==> src/rtl/axil_cfg_sequencer.sv <==
// AXI4-Lite master that replays a register script from an internal command RAM
// against NUM_TARGETS slave ports, so a session can be configured without a CPU.
//
// state | meaning
// IDLE  | waiting for start
// FETCH | command RAM read in flight
// EXEC  | decode the fetched command
// WR    | AW and/or W still outstanding
// WRESP | waiting on the B response
// RD    | AR outstanding
// RDATA | waiting on the R beat
// WAIT  | counting down a WAIT command
// DONE  | script finished (sticky until start)
// ERROR | halted on an error (sticky until start)
module axil_cfg_sequencer #(
  parameter int NUM_TARGETS = 2,
  parameter int ADDR_W      = 12,
  parameter int DEPTH       = 64,
  parameter int TIMEOUT     = 1024,
  parameter int CMD_W       = 39 + ADDR_W
) (
  input  logic                       aclk,
  input  logic                       areset,
  input  logic                       load_we,
  input  logic [$clog2(DEPTH)-1:0]   load_addr,
  input  logic [CMD_W-1:0]           load_data,
  input  logic                       start,
  input  logic                       abort,
  input  logic                       halt_on_err,
  output logic                       busy,
  output logic                       done,
  output logic                       error,
  output logic [$clog2(DEPTH)-1:0]   pc,
  output logic [15:0]                err_count,
  output logic [31:0]                last_rdata,
  output logic [ADDR_W-1:0]          m_awaddr,
  output logic [2:0]                 m_awprot,
  output logic [ADDR_W-1:0]          m_araddr,
  output logic [2:0]                 m_arprot,
  output logic [31:0]                m_wdata,
  output logic [3:0]                 m_wstrb,
  output logic [NUM_TARGETS-1:0]     m_awvalid,
  output logic [NUM_TARGETS-1:0]     m_wvalid,
  output logic [NUM_TARGETS-1:0]     m_bready,
  output logic [NUM_TARGETS-1:0]     m_arvalid,
  output logic [NUM_TARGETS-1:0]     m_rready,
  input  logic [NUM_TARGETS-1:0]     m_awready,
  input  logic [NUM_TARGETS-1:0]     m_wready,
  input  logic [NUM_TARGETS-1:0]     m_bvalid,
  input  logic [NUM_TARGETS-1:0]     m_arready,
  input  logic [NUM_TARGETS-1:0]     m_rvalid,
  input  logic [2*NUM_TARGETS-1:0]   m_bresp,
  input  logic [2*NUM_TARGETS-1:0]   m_rresp,
  input  logic [32*NUM_TARGETS-1:0]  m_rdata
);

  localparam int PW = $clog2(DEPTH);
  localparam int TW = $clog2(TIMEOUT + 1);
  localparam logic [TW-1:0] T_LOAD = TW'(TIMEOUT - 1);
  localparam logic [4:0] NT = 5'(NUM_TARGETS);
  localparam logic [PW-1:0] PC_LAST = PW'(DEPTH - 1);

  localparam logic [2:0] OP_NOP  = 3'd0;
  localparam logic [2:0] OP_WR   = 3'd1;
  localparam logic [2:0] OP_RD   = 3'd2;
  localparam logic [2:0] OP_RDC  = 3'd3;
  localparam logic [2:0] OP_WAIT = 3'd4;
  localparam logic [2:0] OP_END  = 3'd7;

  typedef enum logic [3:0] {
    S_IDLE, S_FETCH, S_EXEC, S_WR, S_WRESP, S_RD, S_RDATA, S_WAIT, S_DONE, S_ERROR
  } state_t;

  state_t state, state_n;

  logic [CMD_W-1:0]  cmd_ram [DEPTH];
  logic [CMD_W-1:0]  cmd_q;
  logic [PW-1:0]     pc_q, pc_n;
  logic              aw_q, aw_n, w_q, w_n, b_q, b_n, ar_q, ar_n, r_q, r_n;
  logic [TW-1:0]     tmr_q;
  logic [31:0]       wait_q;
  logic              abort_q;
  logic [15:0]       err_cnt_q;
  logic [31:0]       rdata_q;
  logic              err_hit, adv, run_start, rd_latch;
  logic              busy_i, tmr_zero, bad_tgt;

  logic [2:0]        cmd_op;
  logic [3:0]        cmd_tgt;
  logic [ADDR_W-1:0] cmd_addr;
  logic [31:0]       cmd_data;

  logic [NUM_TARGETS-1:0] sel;
  logic              aw_rdy, w_rdy, b_vld, ar_rdy, r_vld;
  logic [1:0]        b_resp, r_resp;
  logic [31:0]       r_data;

  assign cmd_op   = cmd_q[2:0];
  assign cmd_tgt  = cmd_q[6:3];
  assign cmd_addr = cmd_q[6+ADDR_W:7];
  assign cmd_data = cmd_q[CMD_W-1:7+ADDR_W];
  assign bad_tgt  = ({1'b0, cmd_tgt} >= NT);

  assign busy_i   = !(state inside {S_IDLE, S_DONE, S_ERROR});
  assign tmr_zero = (tmr_q == '0);

  always_comb begin
    sel    = '0;
    b_resp = '0;
    r_resp = '0;
    r_data = '0;
    for (int i = 0; i < NUM_TARGETS; i++) begin
      sel[i] = (cmd_tgt == 4'(i));
      if (sel[i]) begin
        b_resp = m_bresp[2*i +: 2];
        r_resp = m_rresp[2*i +: 2];
        r_data = m_rdata[32*i +: 32];
      end
    end
  end

  assign aw_rdy = |(m_awready & sel);
  assign w_rdy  = |(m_wready & sel);
  assign b_vld  = |(m_bvalid & sel);
  assign ar_rdy = |(m_arready & sel);
  assign r_vld  = |(m_rvalid & sel);

  always_ff @(posedge aclk) begin
    if (load_we && !busy_i) cmd_ram[load_addr] <= load_data;
  end

  always_comb begin
    state_n   = state;
    pc_n      = pc_q;
    aw_n      = aw_q;
    w_n       = w_q;
    b_n       = b_q;
    ar_n      = ar_q;
    r_n       = r_q;
    err_hit   = 1'b0;
    adv       = 1'b0;
    run_start = 1'b0;
    rd_latch  = 1'b0;
    case (state)
      S_IDLE, S_DONE, S_ERROR: begin
        if (start) begin
          state_n   = S_FETCH;
          pc_n      = '0;
          run_start = 1'b1;
        end
      end
      S_FETCH: state_n = S_EXEC;
      S_EXEC: begin
        if (bad_tgt) begin
          err_hit = 1'b1;
        end else begin
          case (cmd_op)
            OP_NOP:  adv = 1'b1;
            OP_WR: begin
              state_n = S_WR;
              aw_n    = 1'b1;
              w_n     = 1'b1;
            end
            OP_RD, OP_RDC: begin
              state_n = S_RD;
              ar_n    = 1'b1;
            end
            OP_WAIT: state_n = S_WAIT;
            OP_END:  state_n = S_DONE;
            default: err_hit = 1'b1;
          endcase
        end
      end
      S_WR: begin
        // AW and W retire independently; B is only requested once both are gone
        if (aw_q && aw_rdy) aw_n = 1'b0;
        if (w_q && w_rdy) w_n = 1'b0;
        if ((!aw_q || aw_rdy) && (!w_q || w_rdy)) begin
          state_n = S_WRESP;
          b_n     = 1'b1;
        end else if (tmr_zero) begin
          aw_n    = 1'b0;
          w_n     = 1'b0;
          err_hit = 1'b1;
        end
      end
      S_WRESP: begin
        if (b_vld) begin
          b_n = 1'b0;
          if (b_resp != 2'b00) err_hit = 1'b1;
          else adv = 1'b1;
        end else if (tmr_zero) begin
          b_n     = 1'b0;
          err_hit = 1'b1;
        end
      end
      S_RD: begin
        if (ar_rdy) begin
          ar_n    = 1'b0;
          r_n     = 1'b1;
          state_n = S_RDATA;
        end else if (tmr_zero) begin
          ar_n    = 1'b0;
          err_hit = 1'b1;
        end
      end
      S_RDATA: begin
        if (r_vld) begin
          r_n      = 1'b0;
          rd_latch = 1'b1;
          if (r_resp != 2'b00 || (cmd_op == OP_RDC && r_data != cmd_data)) err_hit = 1'b1;
          else adv = 1'b1;
        end else if (tmr_zero) begin
          r_n     = 1'b0;
          err_hit = 1'b1;
        end
      end
      S_WAIT: begin
        if (abort || abort_q) state_n = S_IDLE;
        else if (wait_q == '0) adv = 1'b1;
      end
      default: state_n = S_IDLE;
    endcase

    if (err_hit) begin
      if (halt_on_err) state_n = S_ERROR;
      else adv = 1'b1;
    end

    // every advance is a safe point: no AXI channel is outstanding here
    if (adv) begin
      if (abort || abort_q) begin
        state_n = S_IDLE;
      end else if (pc_q == PC_LAST) begin
        pc_n    = '0;
        state_n = S_DONE;
      end else begin
        pc_n    = pc_q + 1'b1;
        state_n = S_FETCH;
      end
    end
  end

  always_ff @(posedge aclk) begin
    if (areset) begin
      state     <= S_IDLE;
      pc_q      <= '0;
      cmd_q     <= '0;
      aw_q      <= 1'b0;
      w_q       <= 1'b0;
      b_q       <= 1'b0;
      ar_q      <= 1'b0;
      r_q       <= 1'b0;
      tmr_q     <= '0;
      wait_q    <= '0;
      abort_q   <= 1'b0;
      err_cnt_q <= '0;
      rdata_q   <= '0;
    end else begin
      state <= state_n;
      pc_q  <= pc_n;
      aw_q  <= aw_n;
      w_q   <= w_n;
      b_q   <= b_n;
      ar_q  <= ar_n;
      r_q   <= r_n;

      if (state == S_FETCH) cmd_q <= cmd_ram[pc_q];

      if (state_n != state) tmr_q <= T_LOAD;
      else if (!tmr_zero) tmr_q <= tmr_q - 1'b1;

      if (state == S_EXEC && state_n == S_WAIT) wait_q <= cmd_data;
      else if (state == S_WAIT && wait_q != '0) wait_q <= wait_q - 32'd1;

      // a pulse that lands mid-transaction is held until the next safe point
      if (run_start || !busy_i) abort_q <= 1'b0;
      else if (abort) abort_q <= 1'b1;

      if (run_start) err_cnt_q <= '0;
      else if (err_hit && err_cnt_q != 16'hFFFF) err_cnt_q <= err_cnt_q + 16'd1;

      if (rd_latch) rdata_q <= r_data;
    end
  end

  assign busy       = busy_i;
  assign done       = (state == S_DONE);
  assign error      = (state == S_ERROR);
  assign pc         = pc_q;
  assign err_count  = err_cnt_q;
  assign last_rdata = rdata_q;

  assign m_awaddr  = cmd_addr;
  assign m_araddr  = cmd_addr;
  assign m_wdata   = cmd_data;
  assign m_awprot  = 3'b000;
  assign m_arprot  = 3'b000;
  assign m_wstrb   = 4'hF;
  assign m_awvalid = {NUM_TARGETS{aw_q}} & sel;
  assign m_wvalid  = {NUM_TARGETS{w_q}} & sel;
  assign m_bready  = {NUM_TARGETS{b_q}} & sel;
  assign m_arvalid = {NUM_TARGETS{ar_q}} & sel;
  assign m_rready  = {NUM_TARGETS{r_q}} & sel;

endmodule

==> config.mk <==
export PLATFORM = sky130hd
export DESIGN_NAME = axil_cfg_sequencer
export DESIGN_NICKNAME = d
export VERILOG_FILES = /design/src/rtl/axil_cfg_sequencer.sv
export SDC_FILE = /design/constraint.sdc
export NUM_CORES = 2
export LEC_CHECK = 0
export BUFFER_PORTS_ARGS = -buffer_cell sky130_fd_sc_hd__buf_2
export CORE_MARGIN = 1
export CORE_UTILIZATION = 55
export CTS_CLUSTER_SIZE = 30
export DETAILED_ROUTE_END_ITERATION = 10
export GPL_TIMING_DRIVEN = 0
export HOLD_SLACK_MARGIN = 0.08
export PLACE_DENSITY_LB_ADDON = 0.12
export SLEW_MARGIN = 10
export SYNTH_ARGS = -nofsm -noshare
export SYNTH_HDL_FRONTEND = slang
export SYNTH_SLANG_ARGS = --single-unit
==> constraint.sdc <==
create_clock -name aclk -period 6.8 [get_ports aclk]
set_input_delay 0.68 -clock aclk [delete_from_list [all_inputs] [get_ports aclk]]
set_output_delay 0.68 -clock aclk [all_outputs]
set_load 0.03 [all_outputs]
==> flow_metrics.env <==
export IMPL_status="finished, final reports clean"
export IMPL_hold_path_class="primary input to flip-flop"
export IMPL_antenna_left=0
export IMPL_path_cells="clkbuf_1, clkbuf_1, buf_1, clkbuf_1, mux4_2, mux4_2, mux2i_1, a211oi_1, a21oi_1, nor2_1"
export IMPL_crit_top_cell="clkbuf_1"
export IMPL_avgRoutedWirePerCell_um=36.72
export IMPL_viasPerCell=6.659
export IMPL_dr_first_iter_drc_count=10389
export IMPL_cts_buffers=349
export IMPL_leakage_nw=46.73
export IMPL_slew_headroom_pct=5.976
export IMPL_grt_pass1_wl_um=514900
export IMPL_period_needed_ns=6.269
export IMPL_vias=67199
export IMPL_grt_pass1_vias=66134
export IMPL_hold_violations=0
export IMPL_htree_levels=5
export IMPL_synthAdderAreaFrac_pct=0.04729
export IMPL_setup_viol=0
export IMPL_drcViolationCount=0
export IMPL_clk_pin_slew_ns=0.06
export IMPL_yosys_area_share_xor_xnor_pct=0.3178
export IMPL_yosysWarningCount=0
export IMPL_async_flop_share_pct=0
export IMPL_num_io_pins=278
export IMPL_cp_data_required_time_ns=7.60
export IMPL_tns_ns=0
export IMPL_cts_resized=0
export IMPL_timing_hold_ws_ns=0.1558
export IMPL_track_usage_pct=30.88
export IMPL_core_area_um2=238500
export IMPL_crit_path_max_incr_delay_ns=1.01
export IMPL_seq_area_frac_synth_pct=76.48
export IMPL_drive_above_1_share_pct=31.48
export IMPL_critPathCaptureType="flip-flop"
export IMPL_synth_top_family_by_area="multiplexers"
export IMPL_path_max_fanout=10
export IMPL_power_density_nw_per_um2=301.6
export IMPL_start_util_pct=55.46
export IMPL_die_area_um2=242500
export IMPL_fillerInstances=15641
export IMPL_place_congestion=0.8916
export IMPL_synth_simple_area_share_pct=2.194
export IMPL_clock_sinks=3422
export IMPL_fin_crit_sh_pct=92.19
export IMPL_finish_utilization_pct=64.28
export IMPL_synth_edf_count=3264
export IMPL_clock_skew_ns=0.05090
export IMPL_finalPower_mw=46.24
export IMPL_timing_fmax_mhz=159.5
export IMPL_tightestPinTransition_ns=1.371
export IMPL_clk_latency_ns=0.98
export IMPL_routed_wl_um=370600
export IMPL_first_pass_iters=5
export IMPL_syn_inst=5837
export IMPL_port_buffers=263
export IMPL_slew_viol_final=0
export IMPL_rsz0062_at_grt="no"
export IMPL_cts_buffer_depth=4
export IMPL_antenna_found_initial=55
export IMPL_nNetsFinal=6800
export IMPL_cts_tree="built"
export IMPL_syn_avg_cell_area_um2=22.66
export IMPL_syn_to_final_growth_pct=15.90
export IMPL_synthesis_area_um2=132300
export IMPL_grt_max_degree=65
export IMPL_synth_area_mux_share_pct=18.32
export IMPL_maxCapViolCount=0
export IMPL_netlist_cell_type_count=68
export IMPL_cts_root_buffer="clkbuf_16"
export IMPL_cp_slowest_cell="buf_1"
export IMPL_post_dp_hpwl_um=245900
export IMPL_worst_ep_arrival_time_ns=7.07
export IMPL_path_class="flip-flop to flip-flop"
export IMPL_die_y_um=492.4
export IMPL_synth_seq_cells=3422
export IMPL_row_count=179
export IMPL_ir_drop_mv=0.2941
export IMPL_synth_compound_area_share_pct=1.236
export IMPL_critPathLaunchType="flip-flop"
export IMPL_die_w_um=492.4
export IMPL_grt_ovfl_total=0
export IMPL_synth_flop_cell="edfxtp_1"
export IMPL_post_cts_repair_setup_buffers=0
export IMPL_hold_buffers=1
## path summary, 6_finish.rpt
path                   from              end  slack [ns]  cells after the start
min           load_data[25]  cmd_ram[22][25]        0.16                      1
max                   pc[1]        cmd_q[35]        0.53                     10
max reg2reg           pc[1]        cmd_q[35]        0.53                     10
min reg2reg  last_rdata[19]   last_rdata[19]        0.45                      2
## registers in the layout (all words and copies together) (netlist names)
register / flops
aw_q: 1
err_count: 16
pc: 6
last_rdata: 32
tmr_q: 11
cmd_q: 51
wait_q: 32
w_q: 1
ar_q: 1
b_q: 1
abort_q: 1
r_q: 1
state: 4
cmd_ram: 3264
## power by group
part,internal (mW),switching (mW)
sequential,23.3,0.221
clock,10.5,7.79
combinational,1.67,2.70
total,35.5,10.7
## routing by layer
layer,up-vias,part of all wire (%),GRT usage [%]
met2,4137,46,46.06
met1,36010,39,45.06
li1,26411,-,-
met4,22,3.9,11.33
met3,619,12,7.337
met5,-,0.042,0
## layout make-up
type / count / area (um^2) / area share [%]
flip-flops and latches: 3422 / 101200 / 65.99
diodes: 20 / 50.05 / 0.03264
clock inverters: 175 / 1438 / 0.9377
plain buffers: 394 / 1853 / 1.209
well taps: 3167 / 3963 / 2.585
clock buffers: 431 / 9261 / 6.041
repair buffers: 454 / 5756 / 3.754
inverters: 11 / 41.29 / 0.02693
multi-input cells: 2018 / 29780 / 19.42
## critical path, delay by kind of cell (launching register included)
kind	cells	cell delay, ns
mux	3	1.87
simple gates	1	0.05
flops	1	0.36
buf+inv	4	3.16
compound gates	2	0.64
## synth_stat cells (3+ instances only)
cell / n / area [um^2]
nor4_1: 20 / 125.1
a311oi_1: 4 / 35.03
a31oi_1: 7 / 43.79
buf_4: 67 / 503.0
nor4b_1: 6 / 52.55
or4_1: 3 / 22.52
xor2_1: 15 / 131.4
nor2_1: 176 / 660.6
inv_1: 11 / 41.29
buf_6: 5 / 56.30
or3_1: 76 / 475.5
mux2i_1: 64 / 640.6
a21oi_1: 105 / 525.5
o31ai_1: 3 / 22.52
nand2_1: 131 / 491.7
xnor2_1: 33 / 289.0
a211oi_1: 73 / 548.0
mux4_2: 1047 / 23580
and4_1: 3 / 26.28
or2_2: 12 / 75.07
nor2b_1: 31 / 193.9
clkbuf_1: 214 / 803.3
buf_2: 13 / 65.06
and3_1: 10 / 62.56
or3b_1: 3 / 26.28
nor3_1: 27 / 135.1
edfxtp_1: 3264 / 98010
nor3b_1: 4 / 30.03
nand2b_1: 12 / 75.07
nand3b_1: 7 / 52.55
nand4_1: 20 / 125.1
o21ai_1: 22 / 110.1
and2_1: 7 / 43.79
buf_1: 93 / 349.1
dfxtp_1: 158 / 3163
nand3_1: 23 / 115.1
o21ai_0: 24 / 120.1
ha_1: 5 / 62.56
## stage by stage
| step | cells | instance area (um^2) | worst slack (ns) |
|---|---|---|---|
| 5_1_grt | 10080 | 153300 | 0.3663 |
| 4_1_cts | 10067 | 153100 | 0.7583 |
| 3_3_place_gp | 9275 | 137600 | -2.894 |
| 2_1_floorplan | 5845 | 132300 | 2.618 |
| 3_5_place_dp | 9460 | 142400 | 0.7938 |
| 6_report | 10092 | 153300 | 0.5313 |
## cell families (layout without fill, tap and decap cells)
logic type	count (synthesis)	count (layout)
DFF	3422	3422
muxes	1112	1112
buffers and inverters	405	1465
xor gates and xnor gates	48	48
and+or+nand+nor	581	581
AOI/OAI and AO/OA	262	262
adders and majority gates	5	5
other	2	30
## placed cells by master (no fill, tap or decap), drive strengths merged, types with 23 or more instances in the layout
cell / Yosys / layout
edfxtp: 3264 / 3264
mux4: 1047 / 1047
clkbuf: 214 / 659
buf: 180 / 619
nor2: 176 / 176
dfxtp: 158 / 158
clkinv: 0 / 141
nand2: 131 / 131
a21oi: 107 / 107
or3: 76 / 76
a211oi: 73 / 73
mux2i: 64 / 64
o21ai: 46 / 46
xnor2: 33 / 33
nor2b: 31 / 31
nor3: 28 / 28
bufinv: 0 / 24
nand3: 23 / 23
Note: power is estimated with default switching activity, not from simulation.
